### src/rtl/reaction_timer.sv
// Count-up reaction stopwatch: binary tick count plus an incrementally kept BCD copy.
// Define REACTION_TIMER_BEST_EN to build the best-time register; otherwise best_bcd is fixed at 16'h9999.
module reaction_timer #(
    parameter int CLOCK_FREQUENCY = 50000000,
    parameter int TICK_HZ         = 100,
    parameter int MAX_COUNT       = 9999
) (
    input  logic        clk,
    input  logic        reset,
    input  logic        start,
    input  logic        stop,
    input  logic        clear,
    output logic [13:0] elapsed,
    output logic [15:0] bcd,
    output logic        running,
    output logic        done,
    output logic        overflow,
    output logic [15:0] best_bcd,
    output logic [1:0]  state_dbg
);
    localparam int DIV = CLOCK_FREQUENCY / TICK_HZ - 1;
    localparam int DW  = (DIV > 0) ? $clog2(DIV + 1) : 1;
    localparam logic [DW-1:0] DIV_V = DW'(DIV);
    localparam logic [13:0]   MAX_V = 14'(MAX_COUNT);

    typedef enum logic [1:0] {
        S_IDLE = 2'd0,
        S_RUN  = 2'd1,
        S_HOLD = 2'd2,
        S_OVER = 2'd3
    } state_t;

    state_t        state_q, state_d;
    logic [DW-1:0] div_q, div_d;
    logic [13:0]   elapsed_q, elapsed_d;
    logic [15:0]   bcd_q, bcd_d;
    logic          running_q, running_d;
    logic          done_q, done_d;
    logic          overflow_q, overflow_d;
    logic          tick, at_max, enter_run, stay_run;

    // Cascaded decade increment; a digit only advances when every lower digit wraps.
    function automatic logic [15:0] bcd_inc(input logic [15:0] v);
        logic [15:0] r;
        logic        carry;
        r     = v;
        carry = 1'b1;
        for (int i = 0; i < 4; i++) begin
            if (carry) begin
                if (v[4*i +: 4] == 4'd9) begin
                    r[4*i +: 4] = 4'd0;
                end else begin
                    r[4*i +: 4] = v[4*i +: 4] + 4'd1;
                    carry       = 1'b0;
                end
            end
        end
        return r;
    endfunction

    assign tick      = (state_q == S_RUN) && (div_q == '0);
    assign at_max    = (elapsed_q == MAX_V);
    assign enter_run = (state_d == S_RUN) && (state_q != S_RUN);
    assign stay_run  = (state_d == S_RUN) && (state_q == S_RUN);

    always_ff @(posedge clk or posedge reset) begin
        if (reset) state_q <= S_IDLE;
        else       state_q <= state_d;
    end

    // A tick at MAX_COUNT wins over a same-cycle stop: that tick has no room to be counted.
    always_comb begin
        state_d = state_q;
        if (clear) begin
            state_d = S_IDLE;
        end else begin
            case (state_q)
                S_IDLE:         if (start) state_d = S_RUN;
                S_RUN: begin
                    if (tick && at_max) state_d = S_OVER;
                    else if (stop)      state_d = S_HOLD;
                end
                S_HOLD, S_OVER: if (start) state_d = S_RUN;
                default:        state_d = S_IDLE;
            endcase
        end
    end

    always_comb begin
        running_d  = (state_d == S_RUN);
        overflow_d = (state_d == S_OVER);
        done_d     = (state_q == S_RUN) && ((state_d == S_HOLD) || (state_d == S_OVER));
    end

    always_comb begin
        div_d     = DIV_V;
        elapsed_d = elapsed_q;
        bcd_d     = bcd_q;
        if (stay_run && !tick) div_d = div_q - DW'(1);
        if (clear || enter_run) begin
            elapsed_d = '0;
            bcd_d     = '0;
        end else if (tick && !at_max) begin
            elapsed_d = elapsed_q + 14'd1;
            bcd_d     = bcd_inc(bcd_q);
        end
    end

    always_ff @(posedge clk or posedge reset) begin
        if (reset) begin
            div_q      <= DIV_V;
            elapsed_q  <= '0;
            bcd_q      <= '0;
            running_q  <= 1'b0;
            done_q     <= 1'b0;
            overflow_q <= 1'b0;
        end else begin
            div_q      <= div_d;
            elapsed_q  <= elapsed_d;
            bcd_q      <= bcd_d;
            running_q  <= running_d;
            done_q     <= done_d;
            overflow_q <= overflow_d;
        end
    end

`ifdef REACTION_TIMER_BEST_EN
    logic [15:0] best_q;
    // Packed BCD digits compare in the same order as their decimal values.
    always_ff @(posedge clk or posedge reset) begin
        if (reset) best_q <= 16'h9999;
        else if ((state_q == S_RUN) && (state_d == S_HOLD) && (bcd_d < best_q)) best_q <= bcd_d;
    end
    assign best_bcd = best_q;
`else
    assign best_bcd = 16'h9999;
`endif

    assign elapsed   = elapsed_q;
    assign bcd       = bcd_q;
    assign running   = running_q;
    assign done      = done_q;
    assign overflow  = overflow_q;
    assign state_dbg = state_q;
endmodule

### config.mk
export PLATFORM = sky130hd
export DESIGN_NAME = reaction_timer
export DESIGN_NICKNAME = d
export VERILOG_FILES = /design/src/rtl/reaction_timer.sv
export SDC_FILE = /design/constraint.sdc
export NUM_CORES = 1
export LEC_CHECK = 0
export ABC_AREA = 1
export CAP_MARGIN = 20
export CORE_ASPECT_RATIO = 0.6
export CORE_MARGIN = 1.5
export CORE_UTILIZATION = 48
export DETAILED_ROUTE_END_ITERATION = 8
export PLACE_DENSITY = 0.76
export SLEW_MARGIN = 0
export SYNTH_ARGS = -nofsm -noshare
export SYNTH_HDL_FRONTEND = slang
export SYNTH_SLANG_ARGS = --single-unit
### constraint.sdc
create_clock -name clk -period 1.9 [get_ports clk]
set_clock_uncertainty 0.1 [all_clocks]
set_input_delay 0.285 -clock clk [delete_from_list [all_inputs] [get_ports clk]]
set_output_delay 0.285 -clock clk [all_outputs]
set_load 0.01 [all_outputs]
Word-level counts from Yosys, hierarchy flattened. Cells that the tools add are included.

Flip-flop bits (word level): 54. Input bits: 5. Output and inout bits: 51. Word-level logic and storage cells: 77.

$add $sub $neg: 6. Equality and inequality tests: 12. Multiplexer cells: 28. Reductions and logical operators: 21.

Operators with widths (number): 16-bit two-way mux (2); 14-bit two-way mux (2); 4-bit two-way mux (7); 19-bit zero test (1); 19-bit two-way mux (1); 19-bit by 1-bit subtractor with 19-bit output (second input constant) (1); 4-bit by 1-bit adder with 4-bit output (second input constant) (4); 4-bit == test (second input constant) (4); 14-bit by 1-bit adder with 14-bit output (second input constant) (1); 14-bit == test (second input constant) (1); 1-bit two-way mux (11); 2-bit == test (second input constant) (4); 2-bit two-way mux (4); 2-bit nonzero test (4); 1-bit logical AND (7); 2-bit AND reduction (3); 2-bit by 1-bit == test with 1-bit output (second input constant) (2); 2-bit case mux with 2 select lines (1); 3-bit OR reduction (1); 1-bit zero test (2); 2-bit zero test (1); 1-bit logical OR (2); 2-bit by 1-bit inequality test with 1-bit output (second input constant) (1).

Logic depth before layout (Yosys ltp).
Depth after elaboration: 19. Gate-level depth with buffers: 15. Gate-level depth less buffers: 14.

Worst setup path after synthesis. No wires, ideal clock.

Kind: register to register. Start: reg elapsed_q[0] (netlist: elapsed[0]). End: reg bcd_q[7] (netlist: bcd[7]). Library setup time: 122 ps. Arrival: 1738 ps. Data required time: 1678 ps. Slack: -60 ps. Stages on the path, launching flop included: 14. Path buffers: 1. Period minus slack after synthesis: 1960 ps. Path through: dfrtp_1 -> ha_1 -> inv_1 -> nor2_2 -> nand3_1 -> nor2_1 -> nand3_2 -> a21oi_4 -> nand3_2 -> nand2_4 -> buf_6 -> nor2_1 -> nand2_1 -> nand2_1.

Cells in the longest elaborated chain, start to end: 10. Elaborated cells on any way between the ends: 14. Classes of those cells: eq/ne: 2; mux: 4; reduce/logical: 8.

Ends and longest elaborated chain: start, declared (line 35) `logic [13:0] elapsed_q, elapsed_d;`; start signal, assigned (line 119) `elapsed_q <= elapsed_d;`; 14-bit == test (*) (line 62) `assign at_max = (elapsed_q == MAX_V);`; 1-bit logical AND (*) (line 80) `if (tick && at_max) state_d = S_OVER;`; 2-bit two-way mux (*) (line 80); 2-bit case mux with 2 select lines (*) (line 77) `case (state_q)`; 2-bit two-way mux (*) (line 74) `if (clear) begin`; net state_d[0] (line 33) `state_t state_q, state_d;`; 2-bit by 1-bit == test with 1-bit output (*) (line 63) `assign enter_run = (state_d == S_RUN) && (state_q != S_RUN);`; 1-bit logical AND (*) (line 63); 1-bit logical OR (*) (line 100) `if (clear || enter_run) begin`; 2-bit nonzero test (no source line); 2-bit AND reduction (no source line); end signal, assigned (line 113) `bcd_q <= '0;`; end signal, assigned (line 120) `bcd_q <= bcd_d;`; end, declared (line 36) `logic [15:0] bcd_q, bcd_d;`.

The timed path passes the listed nets; every way through them passes the cells marked *. A chain may end at the register's enable or synchronous reset.

Final worst setup path.
Start: reg elapsed_q[1] (netlist: elapsed[1]). End: reg elapsed_q[8] (netlist: elapsed[8]).

Cells in the longest elaborated chain, start to end: 9. Elaborated cells on any way between the ends: 14. Classes of those cells: add/sub: 1; eq/ne: 2; mux: 5; reduce/logical: 6.

Ends and longest elaborated chain (line): 14-bit == test (62); 1-bit logical AND (80); 2-bit two-way mux (80); 2-bit case mux with 2 select lines (77); 2-bit two-way mux (74); 2-bit by 1-bit == test with 1-bit output (63); 1-bit logical AND (63); 1-bit logical OR (100); 14-bit two-way mux / 2-bit nonzero test (equally long branches).

Parallel ways exist; a longest one is shown, timed or not. The select of a mux whose other input is x is not followed.

==> out/metrics.yaml <==
outcome:
  outcome: "finished, violations left"
  violations: "negative setup slack"
clock_tree:
  clk_path_buf_depth: 2
  h-tree-depth: 2
  clk_latency_ns: 0.30
  cts_hold_buf: 0
  clockRootBuffer: "clkbuf_16"
  path_clk_slew_ns: 0.08
  cts_tree: "yes"
  cts_sinks: 54
  cts_made_buffers: 5
timing:
  max_freq_ghz: 0.458
  rsz0062_at_grt: "yes"
  setup_violations: 50
  period_share_pct: 115
  drv_slew: 0
  hold_viol_final: 0
  setup_slack_ns: -0.283
  period_needed_ns: 2.18
  fin_tns_setup_ns: -9.14
placed_design:
  dp_hpwl_um: 6200
  gp_congestion: 0.866
  io_buffers: 39
  pre_cts_ws_ns: -0.224
setup_path:
  slowest_stage: "dfrtp_1"
  rr_startpoint: "elapsed[1]"
  crit_path_max_incr_delay_ns: 0.41
  start_kind: "register"
  reg2reg_to: "elapsed[8]"
  endpoint_kind: "register"
  r2r_slack_ns: -0.28
  cp_cell_sequence: "ha_4 -> buf_6 -> nand3_4 -> nor2_1 -> nand4_1 -> buf_4 -> nand4_1 -> buf_4 -> xor2_4 -> nor2_4"
  path_class: "register to register"
  reg2reg_depth: 10
  crit_path_max_fanout: 3
  cp.required_ns: 1.99
  critPathArrivalTime_ns: 2.27
drt:
  first_pass_iters: 5
  dr.first_iter.drc_count: 250
  viasPerCell: 5.44
  route.detailed.drc: 0
  drtAntennaViolNets: 0
  routedWlPerCell_um: 17.2
  drt-total-wl_um: 10900
  num_vias: 3447
final_layout:
  diodes: 0
  drive_gt1_share_pct: 33.5
  mostFrequentLayoutCell: "nand2_1"
  nFillCells: 417
  final_nets: 562
  area_delta_synth_final_pct: 50.1
  layout_common_cells: "nand2_1 (83), buf_4 (66), nor2_1 (56)"
power_and_ir_drop:
  netSwitchingPower_w: 0.000722
  pwr-share-comb_pct: 16.5
  clockPowerShare_pct: 37.2
  seq_power_share_pct: 46.3
  internal-power_w: 0.00189
  powerDensity_mw_per_mm2: 523
  ir_drop_mv: 0.390
  leakagePower_nw: 2.24
  switching_share_pct: 27.6
min_path:
  min_path_type: "input pin to async pin"
grt:
  antenna_found_initial: 0
  grtUsageTotal_pct: 25.3
  grt_overflow_total: 0
  grt_pass1_vias: 3039
  grt_pass1_wl_um: 14800
  grt_max_degree: 55
floorplanning:
  fp.dieW_um: 111
  dieArea_mm2: 0.00747
  die_h_um: 67.6
  num_io_pins: 56
  rows: 23
  core_mm2: 0.00671
  start_util_pct: 49.7
synth:
  synth_cell_types: 34
  avgSynthCellArea_um2: 7.86
  synth_edf_count: 0
  synth-seq-area-share_pct: 40.9
  yosys_warnings: 0
  synth_ff_type: "dfrtp_1"
  synth_cells: 424
  synth_area_mm2: 0.00333
  synth_seq_cells: 54
  async_reset_ff_share_pct: 100
flow_run:
  drv_cap: 0
-- layout make-up --
class	instances	area, µm²	share of cell area, %
clock buffers	7	143	2.85
clock inverters	1	5.00	0.100
inverters	53	211	4.23
multi-input cells	310	2040	40.8
flip-flops and latches	54	1370	27.3
well taps	87	109	2.18
repair buffers	122	1130	22.6
-- what timing repair did --
item	4_1_cts	5_1_grt
pin swaps	19	34
resized for setup	35	74
cloned	1	1
hold endpoints to repair	0	0
setup endpoints to repair	49	53
setup buffers	13	14
-- cells by family (layout without fill, tap and decap cells) --
logic type | Yosys count | count (layout) | synth area share [%]
flops | 54 | 54 | 40.9
compound gates | 22 | 22 | 5.59
simple gates | 235 | 235 | 31.5
fa+ha+maj | 11 | 11 | 4.13
buf+inv | 74 | 183 | 10.8
other cells | 2 | 16 | 0.225
xor+xnor | 26 | 26 | 6.83
-- registers in the layout, indices dropped and copies added, names as in the netlist --
| name | count |
|---|---|
| bcd | 16 |
| div_q | 19 |
| done | 1 |
| elapsed | 14 |
| overflow | 1 |
| running | 1 |
| state_dbg | 2 |
-- per-layer routing --
layer	global-route usage [%]	wire, µm
met1	35.6	4490
met2	40.1	5050
met3	4.22	873
met4	8.65	482
met5	0	0
-- critical path, delay by kind of cell (launching register included) --
family                     cells  cell delay [ns]
xor gates and xnor gates       1             0.15
adders and majority gates      1             0.18
buffers and inverters          3             0.52
DFF                            1             0.41
and+or+nand+nor                5             0.71
-- power by group through the flow --
stage	logic [W]	clock network (W)	registers [W]
CTS	0.000364	0.000951	0.00121
global route	0.000466	0.000999	0.00122
detailed placement	0.000325	0	0.00123
floorplan	0.000199	0	0.00123
finish	0.000432	0.000972	0.00121
global placement	0.000316	0	0.00123
-- stage by stage --
stage                     utilization [%]  area, µm²  hold slack [ns]  std cells  total power, W
after global placement               63.3       4240            0.382        605         0.00155
after CTS                            68.7       4610            0.278        624         0.00253
after detailed placement             63.3       4240            0.387        605         0.00156
final                                74.6       5000            0.245        634         0.00262
after global routing                 74.6       5000            0.305        634         0.00268
after floorplan                         -       3390            0.343        438         0.00143
-- how the worst max path moves through the flow --
| stage | slack, ns | cells after the start | end | from |
|---|---|---|---|---|
| final | -0.28 | 10 | elapsed[8] | elapsed[1] |
| after global routing | -0.37 | 10 | elapsed[8] | elapsed[1] |
| after CTS | -0.20 | 12 | bcd[9] | elapsed[1] |
| after detailed placement | -0.22 | 12 | bcd[9] | elapsed[0] |
| after global placement | -0.14 | 13 | bcd[0] | elapsed[0] |
| after floorplan | -0.04 | 13 | bcd[7] | elapsed[0] |
-- synthesized netlist by cell type (2+ instances only) --
library cell | number | area share (%)
dfstp_2 | 11 | 8.7
o21ai_0 | 3 | 0.45
ha_1 | 11 | 4.1
nor2_2 | 4 | 0.75
inv_1 | 52 | 5.9
a21oi_1 | 6 | 0.90
dfrtp_1 | 43 | 32
conb_1 | 2 | 0.23
nand2_1 | 86 | 9.7
nand3_2 | 3 | 0.90
nand3_1 | 36 | 5.4
o211ai_4 | 2 | 1.3
o2111ai_1 | 8 | 2.1
nor3_4 | 2 | 0.98
nand2_2 | 3 | 0.56
xnor2_1 | 8 | 2.1
nand4_1 | 3 | 0.56
buf_4 | 17 | 3.8
nor2_1 | 81 | 9.1
nor3_1 | 11 | 1.7
nor2_4 | 2 | 0.68
xor2_1 | 18 | 4.7
(Power assumes the default switching activity.)
